$ cat config.mk
export PLATFORM = sky130hd
export DESIGN_NAME = afe_dac_tx_playback
export DESIGN_NICKNAME = d
export VERILOG_FILES = /design/src/rtl/afe_dac_tx_playback.sv
export SDC_FILE = /design/constraint.sdc
export NUM_CORES = 1
export LEC_CHECK = 0
export BUFFER_PORTS_ARGS = -buffer_cell sky130_fd_sc_hd__buf_2
export CELL_PAD_IN_SITES_DETAIL_PLACEMENT = 0
export CELL_PAD_IN_SITES_GLOBAL_PLACEMENT = 1
export CORE_MARGIN = 2
export CORE_UTILIZATION = 35
export CTS_BUF_LIST = sky130_fd_sc_hd__clkbuf_4
export CTS_CLUSTER_DIAMETER = 40
export DETAILED_ROUTE_END_ITERATION = 12
export GPL_ROUTABILITY_DRIVEN = 0
export MAX_ROUTING_LAYER = met4
export PLACE_DENSITY_LB_ADDON = 0.1
export SETUP_SLACK_MARGIN = 0.02
export SLEW_MARGIN = 20
export SYNTH_ARGS = -nofsm -noshare
export SYNTH_HDL_FRONTEND = slang
export SYNTH_SLANG_ARGS = --single-unit
$ cat constraint.sdc
create_clock -name clk_i -period 2.6 [get_ports clk_i]
set_clock_uncertainty 0.1 [all_clocks]
set_input_delay 0.26 -clock clk_i [delete_from_list [all_inputs] [get_ports clk_i]]
set_output_delay 0.26 -clock clk_i [all_outputs]
set_load 0.005 [all_outputs]
$ cat src/rtl/afe_dac_tx_playback.sv
// Plays 32-bit words from the AFE sample buffer out to the DAC at a programmable sample rate.
// First sample appears rate_div+4 cycles after enable; a staged word waits for a tick, output holds until ready.
module afe_dac_tx_playback #(
  parameter int BUF_AWIDTH     = 10,
  parameter int BUF_TRANS_SIZE = 16,
  parameter int DAC_DATA_WIDTH = 32,
  parameter int RATE_WIDTH     = 16
) (
  input  logic                      clk_i,
  input  logic                      rst_i,
  input  logic [BUF_AWIDTH-1:0]     cfg_startaddr_i,
  input  logic [BUF_TRANS_SIZE-1:0] cfg_size_i,
  input  logic                      cfg_continuous_i,
  input  logic [RATE_WIDTH-1:0]     cfg_rate_div_i,
  input  logic                      cfg_en_i,
  input  logic                      cfg_clr_i,
  output logic                      cfg_en_o,
  output logic [BUF_AWIDTH-1:0]     cfg_curr_addr_o,
  output logic [BUF_TRANS_SIZE-1:0] cfg_bytes_left_o,
  output logic                      buf_req_o,
  output logic [BUF_AWIDTH-1:0]     buf_addr_o,
  input  logic                      buf_gnt_i,
  input  logic                      buf_rvalid_i,
  input  logic [DAC_DATA_WIDTH-1:0] buf_rdata_i,
  output logic                      dac_tx_valid_o,
  output logic [DAC_DATA_WIDTH-1:0] dac_tx_data_o,
  input  logic                      dac_tx_ready_i,
  output logic                      done_event_o,
  output logic                      underrun_event_o
);

  typedef enum logic [1:0] {ST_IDLE, ST_FETCH, ST_WAIT, ST_FULL} state_t;

  localparam logic [BUF_AWIDTH-1:0]     ADDR_STEP = BUF_AWIDTH'(4);
  localparam logic [BUF_TRANS_SIZE-1:0] SIZE_STEP = BUF_TRANS_SIZE'(4);
  localparam logic [RATE_WIDTH-1:0]     DIV_ONE   = RATE_WIDTH'(1);

  state_t                    state_q;
  logic                      en_q;
  logic [BUF_AWIDTH-1:0]     curr_addr_q;
  logic [BUF_TRANS_SIZE-1:0] bytes_left_q;
  logic                      stg_vld_q;
  logic [DAC_DATA_WIDTH-1:0] stg_dat_q;
  logic                      out_vld_q;
  logic [DAC_DATA_WIDTH-1:0] out_dat_q;
  logic                      div_run_q;
  logic [RATE_WIDTH-1:0]     div_cnt_q;
  logic                      done_q;
  logic                      underrun_q;

  logic [BUF_AWIDTH-1:0]     start_word;
  logic [BUF_TRANS_SIZE-1:0] size_word;
  logic                      size_ok;
  logic                      tick;
  logic                      out_acc;
  logic                      move;
  logic                      rdata_take;
  logic                      unused_lsbs;

  assign start_word  = {cfg_startaddr_i[BUF_AWIDTH-1:2], 2'b00};
  assign size_word   = {cfg_size_i[BUF_TRANS_SIZE-1:2], 2'b00};
  assign size_ok     = |cfg_size_i[BUF_TRANS_SIZE-1:2];
  assign unused_lsbs = ^{cfg_startaddr_i[1:0], cfg_size_i[1:0]};

  // A tick only advances data if the output slot is free or being freed this cycle.
  assign tick       = div_run_q && (div_cnt_q == '0);
  assign out_acc    = out_vld_q && dac_tx_ready_i;
  assign move       = tick && stg_vld_q && (!out_vld_q || out_acc);
  assign rdata_take = (state_q == ST_WAIT) && buf_rvalid_i;

  always_ff @(posedge clk_i) begin
    if (rst_i) begin
      state_q      <= ST_IDLE;
      en_q         <= 1'b0;
      curr_addr_q  <= '0;
      bytes_left_q <= '0;
      stg_vld_q    <= 1'b0;
      stg_dat_q    <= '0;
      out_vld_q    <= 1'b0;
      out_dat_q    <= '0;
      div_run_q    <= 1'b0;
      div_cnt_q    <= '0;
      done_q       <= 1'b0;
      underrun_q   <= 1'b0;
    end else if (cfg_clr_i) begin
      state_q      <= ST_IDLE;
      en_q         <= 1'b0;
      bytes_left_q <= '0;
      stg_vld_q    <= 1'b0;
      out_vld_q    <= 1'b0;
      div_run_q    <= 1'b0;
      div_cnt_q    <= '0;
      done_q       <= 1'b0;
      underrun_q   <= 1'b0;
    end else begin
      done_q     <= 1'b0;
      underrun_q <= tick && !move;

      if (tick) begin
        div_cnt_q <= cfg_rate_div_i;
      end else if (div_run_q) begin
        div_cnt_q <= div_cnt_q - DIV_ONE;
      end

      if (move) begin
        out_vld_q <= 1'b1;
        out_dat_q <= stg_dat_q;
        stg_vld_q <= 1'b0;
      end else if (out_acc) begin
        out_vld_q <= 1'b0;
      end

      // The divider starts on the first staged word of a run and then free-runs.
      if (rdata_take) begin
        stg_vld_q <= 1'b1;
        stg_dat_q <= buf_rdata_i;
        if (!div_run_q) begin
          div_run_q <= 1'b1;
          div_cnt_q <= cfg_rate_div_i;
        end
      end

      case (state_q)
        ST_IDLE: begin
          if (cfg_en_i && size_ok) begin
            curr_addr_q  <= start_word;
            bytes_left_q <= size_word;
            en_q         <= 1'b1;
            state_q      <= ST_FETCH;
          end
        end
        ST_FETCH: begin
          if (buf_gnt_i) begin
            curr_addr_q  <= curr_addr_q + ADDR_STEP;
            bytes_left_q <= bytes_left_q - SIZE_STEP;
            state_q      <= ST_WAIT;
          end
        end
        ST_WAIT: begin
          if (buf_rvalid_i) begin
            state_q <= ST_FULL;
          end
        end
        ST_FULL: begin
          // With nothing left to fetch and no reload, FULL doubles as the drain state.
          if (move) begin
            if (bytes_left_q != '0) begin
              state_q <= ST_FETCH;
            end else if (cfg_continuous_i && size_ok) begin
              curr_addr_q  <= start_word;
              bytes_left_q <= size_word;
              state_q      <= ST_FETCH;
            end
          end else if (!stg_vld_q && out_acc) begin
            state_q   <= ST_IDLE;
            en_q      <= 1'b0;
            done_q    <= 1'b1;
            div_run_q <= 1'b0;
          end
        end
        default: state_q <= ST_IDLE;
      endcase
    end
  end

  assign cfg_en_o         = en_q;
  assign cfg_curr_addr_o  = curr_addr_q;
  assign cfg_bytes_left_o = bytes_left_q;
  assign buf_req_o        = (state_q == ST_FETCH);
  assign buf_addr_o       = curr_addr_q;
  assign dac_tx_valid_o   = out_vld_q;
  assign dac_tx_data_o    = out_dat_q;
  assign done_event_o     = done_q;
  assign underrun_event_o = underrun_q;

endmodule

; Word level (Yosys, flattened, before mapping)
; Index checks and enable logic that the tools add are counted.
[totals]
reg_bits = 114
out_inout_bits = 73
word_cells = 96
inputBits = 82
[op_classes]
bitwise_logic = 2
reduce_logical = 29
add_sub_neg = 3
eq_ne = 13
n_mux = 37
[op_table]
columns = op, count
row1 = 2-to-1 mux 16 bit, 9
row2 = 2-to-1 mux 10 bit, 5
row3 = case mux 16 bit (3 select lines), 1
row4 = case mux 10 bit (3 select lines), 1
row5 = zero test 16 bit, 1
row6 = nonzero test 16 bit, 1
row7 = "subtractor 16 x 1 -> 16 bit, second input constant", 1
row8 = "subtractor 16 x 3 -> 16 bit, second input constant", 1
row9 = 2-to-1 mux 2 bit, 7
row10 = "!= test 2 bit, second input constant", 7
row11 = OR reduction 14 bit, 1
row12 = 2-to-1 mux 1 bit, 12
row13 = "adder 10 x 3 -> 10 bit, second input constant", 1
row14 = logical AND 1 bit, 9
row15 = case mux 2 bit (4 select lines), 1
row16 = AND reduction 7 bit, 1
row17 = AND reduction 6 bit, 1
row18 = nonzero test 2 bit, 3
row19 = AND reduction 5 bit, 1
row20 = "== test 2 bit, second input constant", 2
row21 = "!= test 4 bit, second input constant", 1
row22 = AND reduction 2 bit, 2
row23 = AND reduction 4 bit, 1
row24 = OR reduction 4 bit, 1
row25 = other kinds (10), 13

; Logic depth before layout (Yosys ltp)
[depth]
ltp_word = 6
mapped_depth = 10
depth_no_buf = 8

; Worst setup path before layout
; No wires, ideal clock.
[synth_timing]
path_kind = register to register
from = register div_cnt_q[10]
to = register out_dat_q[22] (netlist: dac_tx_data_o[22])
t_required_ns = 2.358
setup_slack_ns = -0.075
path_stages_with_launch = 10
arrival_ns = 2.433
path_cell_list = dfxtp_1 -> or4_4 -> or2_4 -> or4_4 -> buf_6 -> or3_1 -> buf_6 -> buf_6 -> nand2_2 -> a21oi_2
[synth_between]
elab_chain_len = 5
[synth_lines]
columns = item, line
row1 = from (decl), 47  ; logic [RATE_WIDTH-1:0] div_cnt_q;
row2 = from (signal assigned), 100  ; div_cnt_q <= cfg_rate_div_i;
row3 = from (signal assigned), 102  ; div_cnt_q <= div_cnt_q - DIV_ONE;
row4 = from (signal assigned), 119  ; div_cnt_q <= cfg_rate_div_i;
row5 = zero test 16 bit, 66  ; assign tick = div_run_q && (div_cnt_q == '0);
row6 = logical AND 1 bit, 66
row7 = logical AND 1 bit (2 in a row), 68  ; assign move = tick && stg_vld_q && (!out_vld_q || out_acc);
row8 = AND reduction 2 bit (no line), --
row9 = to (signal assigned), 107  ; out_dat_q <= stg_dat_q;
row10 = to (decl), 45  ; logic [DAC_DATA_WIDTH-1:0] out_dat_q;
; No other way between the ends.
; A chain may end at the register's enable or synchronous reset.

; Worst setup path in the final report
[layout_timing]
from = register div_cnt_q[13]
to = register out_dat_q[6] (netlist: dac_tx_data_o[6])
; The elaborated chain is that of the path after synthesis.

==> metrics.log <==
[metrics] Num CTS Buffers: 9
[metrics] worst slew margin relative to its limit: 43.2%
[metrics] highest attainable clock frequency: 378 MHz
[metrics] number of optimization iterations in the first detailed-route pass: 4
[metrics] cell count of the worst hold path: 3
[metrics] RSZ-0062 raised after global routing: yes
[metrics] root buffer cell: sky130_fd_sc_hd__clkbuf_4
[metrics] TritonCTS clock tree: built
[metrics] violations in the final reports: setup timing
[metrics] Synth cell types: 60
[metrics] post-route fraction of the period consumed by the critical path: 102%
[metrics] die span in y: 127 microns
[metrics] critical path start-end classification: flop to flop
[metrics] slew of the pin with the lowest slew margin: 852 ps
[metrics] final net count: 955
[metrics] Placement Cell Area: 0.00619 sq mm
[metrics] detailed-route wire length: 15,400 microns
[metrics] post-synthesis instance area: 0.00526 sq mm
[metrics] Max clock buf depth: 2
[metrics] overall via count from detail_route: 5,294
[metrics] number of max-capacitance violations reported: 0
[metrics] Post-Route Utilization: 50.1%
[metrics] number of endpoints with negative hold slack in the final report: 0
[metrics] Syn. warnings: 0
[metrics] DRC violations left: 0
[metrics] Hold Path Class: input pin to flop
[metrics] Yosys top cell area share: 41.9%
[metrics] vias in the first global route: 4,927
[metrics] leading cell types by total area after synthesis: sky130_fd_sc_hd__dfxtp_1, sky130_fd_sc_hd__nand2_1, sky130_fd_sc_hd__a21oi_1
[metrics] area growth from synthesis to layout: 38.9%
[metrics] number of cells in the finished layout apart from fillers: 1,052
[metrics] DR WL/cell: 14.6 microns
[metrics] Post-synth EDFFs: 0
[metrics] leakage power summed over all cells: 3.15 nW
[metrics] result of the run: finished with violations
[metrics] CP required: 2900 ps
[metrics] maximum number of pins on one net before global-route repair: 78
[metrics] num ports: 155
[metrics] initial core utilization: 36.1%
[metrics] cell count after synthesis: 659
[metrics] worst path arrival time: 2950 ps
[metrics] worst min-delay path startpoint: dac_tx_ready_i
[metrics] initial antenna violation count: 0
[metrics] CP startpoint kind: flop
[metrics] worst r2r path cells: 9
[metrics] standard-cell row count: 44
[metrics] placed cells: 965
[metrics] Non-Filler Cell Area, Final: 0.00731 sq mm
[metrics] Clock H-tree levels: 3
[metrics] clk slew on worst S/H paths: 170 ps
[metrics] hold endpoint: done_event_o
[metrics] fraction of final layout cells with drive strength greater than 1: 31.6%
[metrics] diode insertion count for antenna repair: 0
[metrics] remaining global-route overflow: 0
[metrics] r2r startpoint: div_cnt_q[13]
[metrics] DR iter-0 viols: 285
[metrics] PnR worst setup slack: -46.1 ps
[metrics] Routed Antenna Nets: 0
[metrics] setup slack, reg-to-reg: -50 ps
[metrics] top flip-flop cell by instance count after synthesis: sky130_fd_sc_hd__dfxtp_1
[metrics] number of buffer cells added on primary ports: 144
[metrics] pre-CTS worst setup slack: -51.6 ps
[metrics] share of synthesized area occupied by flip-flops and latches: 41.9%
[metrics] area of the core region: 0.0146 sq mm
[metrics] Crit. End Element: flop
[metrics] fraction of registers with async set/reset: 0%
[metrics] register bit count reported by yosys: 110
[metrics] per-instance average area after synthesis: 7.98 sq um
[metrics] post-layout minimum cycle time: 2650 ps
[metrics] total power per unit cell area: 449 mW/mm^2
[metrics] count of endpoints failing setup in the final report: 32
[metrics] Total Die Area: 0.0160 sq mm
[metrics] sinks on the clock net: 110
[metrics] global-route wire length before repair: 23,700 microns
[metrics] Detail Placement HPWL: 9780 microns
[metrics] overall die width: 127 microns
[metrics] largest area contributor in the netlist: sky130_fd_sc_hd__dfxtp_1
[metrics] post-detailed-route via-to-cell ratio: 5.03
[metrics] worst skew pair latency: 480 ps
[metrics] FF-to-FF End: dac_tx_data_o[6]
[metrics] overall global routing resource usage: 18.5%
[metrics] Max FO, Critical Path: 8
[metrics] Final Max Tran Viols: 0
[metrics] Max VDD drop: 0.195 mV
## cell families after synthesis
| kind of cell | Yosys count | synth area share, % |
|---|---|---|
| simple gates | 276 | 24.5 |
| compound gates | 157 | 18.5 |
| flops | 110 | 41.9 |
| buf+inv | 75 | 7.18 |
| mux | 17 | 3.33 |
| xor+xnor | 13 | 2.16 |
| fa+ha+maj | 10 | 2.38 |
| other cells | 1 | 0.0713 |
## through the flow
stage | hold WS [ps] | TNS [ps] | total power, mW
6_report | 45.5 | -684 | 3.28
5_1_grt | 22.3 | -3400 | 3.44
4_1_cts | 4.46 | -317 | 3.31
3_5_place_dp | 342 | -156 | 2.22
3_3_place_gp | 334 | 0 | 2.21
2_1_floorplan | 296 | -1740 | 2.05
## worst max path at each step
stage | start | endpoint | slack, ps
2_1_floorplan | div_cnt_q[10] | dac_tx_data_o[22] | -70
3_3_place_gp | div_cnt_q[10] | dac_tx_data_o[10] | 3
3_5_place_dp | div_cnt_q[3] | buf_addr_o[6] | -50
4_1_cts | div_cnt_q[10] | dac_tx_data_o[18] | -20
5_1_grt | div_cnt_q[13] | dac_tx_data_o[8] | -120
6_report | div_cnt_q[13] | dac_tx_data_o[6] | -50
## cell usage after synthesis, drive strengths merged, types with 3 or more instances
| master | count |
|---|---|
| or2 | 6 |
| buf | 24 |
| o21a | 3 |
| o32ai | 5 |
| xnor2 | 12 |
| nor2b | 3 |
| nor2 | 40 |
| o2111ai | 4 |
| a22oi | 3 |
| dfxtp | 110 |
| nand2 | 153 |
| ha | 10 |
| nor3 | 9 |
| or4 | 6 |
| o21ai | 21 |
| mux2 | 4 |
| nand2b | 11 |
| a211o | 3 |
| mux2i | 13 |
| clkbuf | 34 |
| o31ai | 3 |
| or3 | 6 |
| nand4 | 7 |
| nor4 | 10 |
| a21oi | 88 |
| a211oi | 10 |
| inv | 17 |
| nand3 | 12 |
## area by class of cell
class	instances	area, sq um
tap	184	230
clock inverter	7	106
fill	1456	7280
inverter	17	63.8
sequential	110	2210
multi-input combinational	479	2870
clock buffer	9	67.6
timing repair buffer	246	1760
## placed cells by master (no fill, tap or decap), drive strengths merged, types with 10 or more instances in the layout
cell / count
nand2b: 11
dfxtp: 110
nand3: 12
a21oi: 88
ha: 10
mux2i: 13
nor2: 40
buf: 182
nand2: 153
o21ai: 21
a211oi: 10
xnor2: 12
nor4: 10
dlygate4sd3: 60
clkbuf: 12
inv: 19
## sequential cells by signal (all words and copies together) (netlist names)
name / flops
dac_tx_valid_o: 1
stg_dat_q: 32
buf_addr_o: 8
div_run_q: 1
cfg_bytes_left_o: 14
stg_vld_q: 1
cfg_en_o: 1
div_cnt_q: 16
underrun_event_o: 1
done_event_o: 1
state_q: 2
dac_tx_data_o: 32
## routing by layer
| layer | vias up | GRT usage (%) | routed length, microns |
|---|---|---|---|
| met5 | - | - | 0 |
| met4 | 0 | 6.21 | 197 |
| met3 | 15 | 2.40 | 687 |
| met2 | 132 | 30.5 | 7510 |
| met1 | 2481 | 23.6 | 6990 |
| li1 | 2666 | - | - |
## what timing repair did
item | CTS | global route
setup buffers | 0 | 5
endpoints found under the setup margin | 39 | 41
gates cloned | 1 | 5
pin swaps | 1 | 40
resized for setup | 8 | 46
hold endpoints to repair | 60 | 0
hold buffers | 60 | 0
## power breakdown
group          internal [mW]  total (mW)  switching, mW
Clock                  0.403        1.02          0.614
Combinational          0.260       0.515          0.255
Sequential              1.72        1.75         0.0348
## worst max-delay path: stages (launching register included)
cell	delay, ps
sky130_fd_sc_hd__dfxtp_2	350
sky130_fd_sc_hd__or3_4	390
sky130_fd_sc_hd__or3b_4	390
sky130_fd_sc_hd__or4_4	540
sky130_fd_sc_hd__buf_6	150
sky130_fd_sc_hd__nor3_4	190
sky130_fd_sc_hd__buf_6	150
sky130_fd_sc_hd__clkbuf_16	170
sky130_fd_sc_hd__nand2_2	50
sky130_fd_sc_hd__a21oi_1	110
No activity file was read; power rests on OpenSTA's default activity.
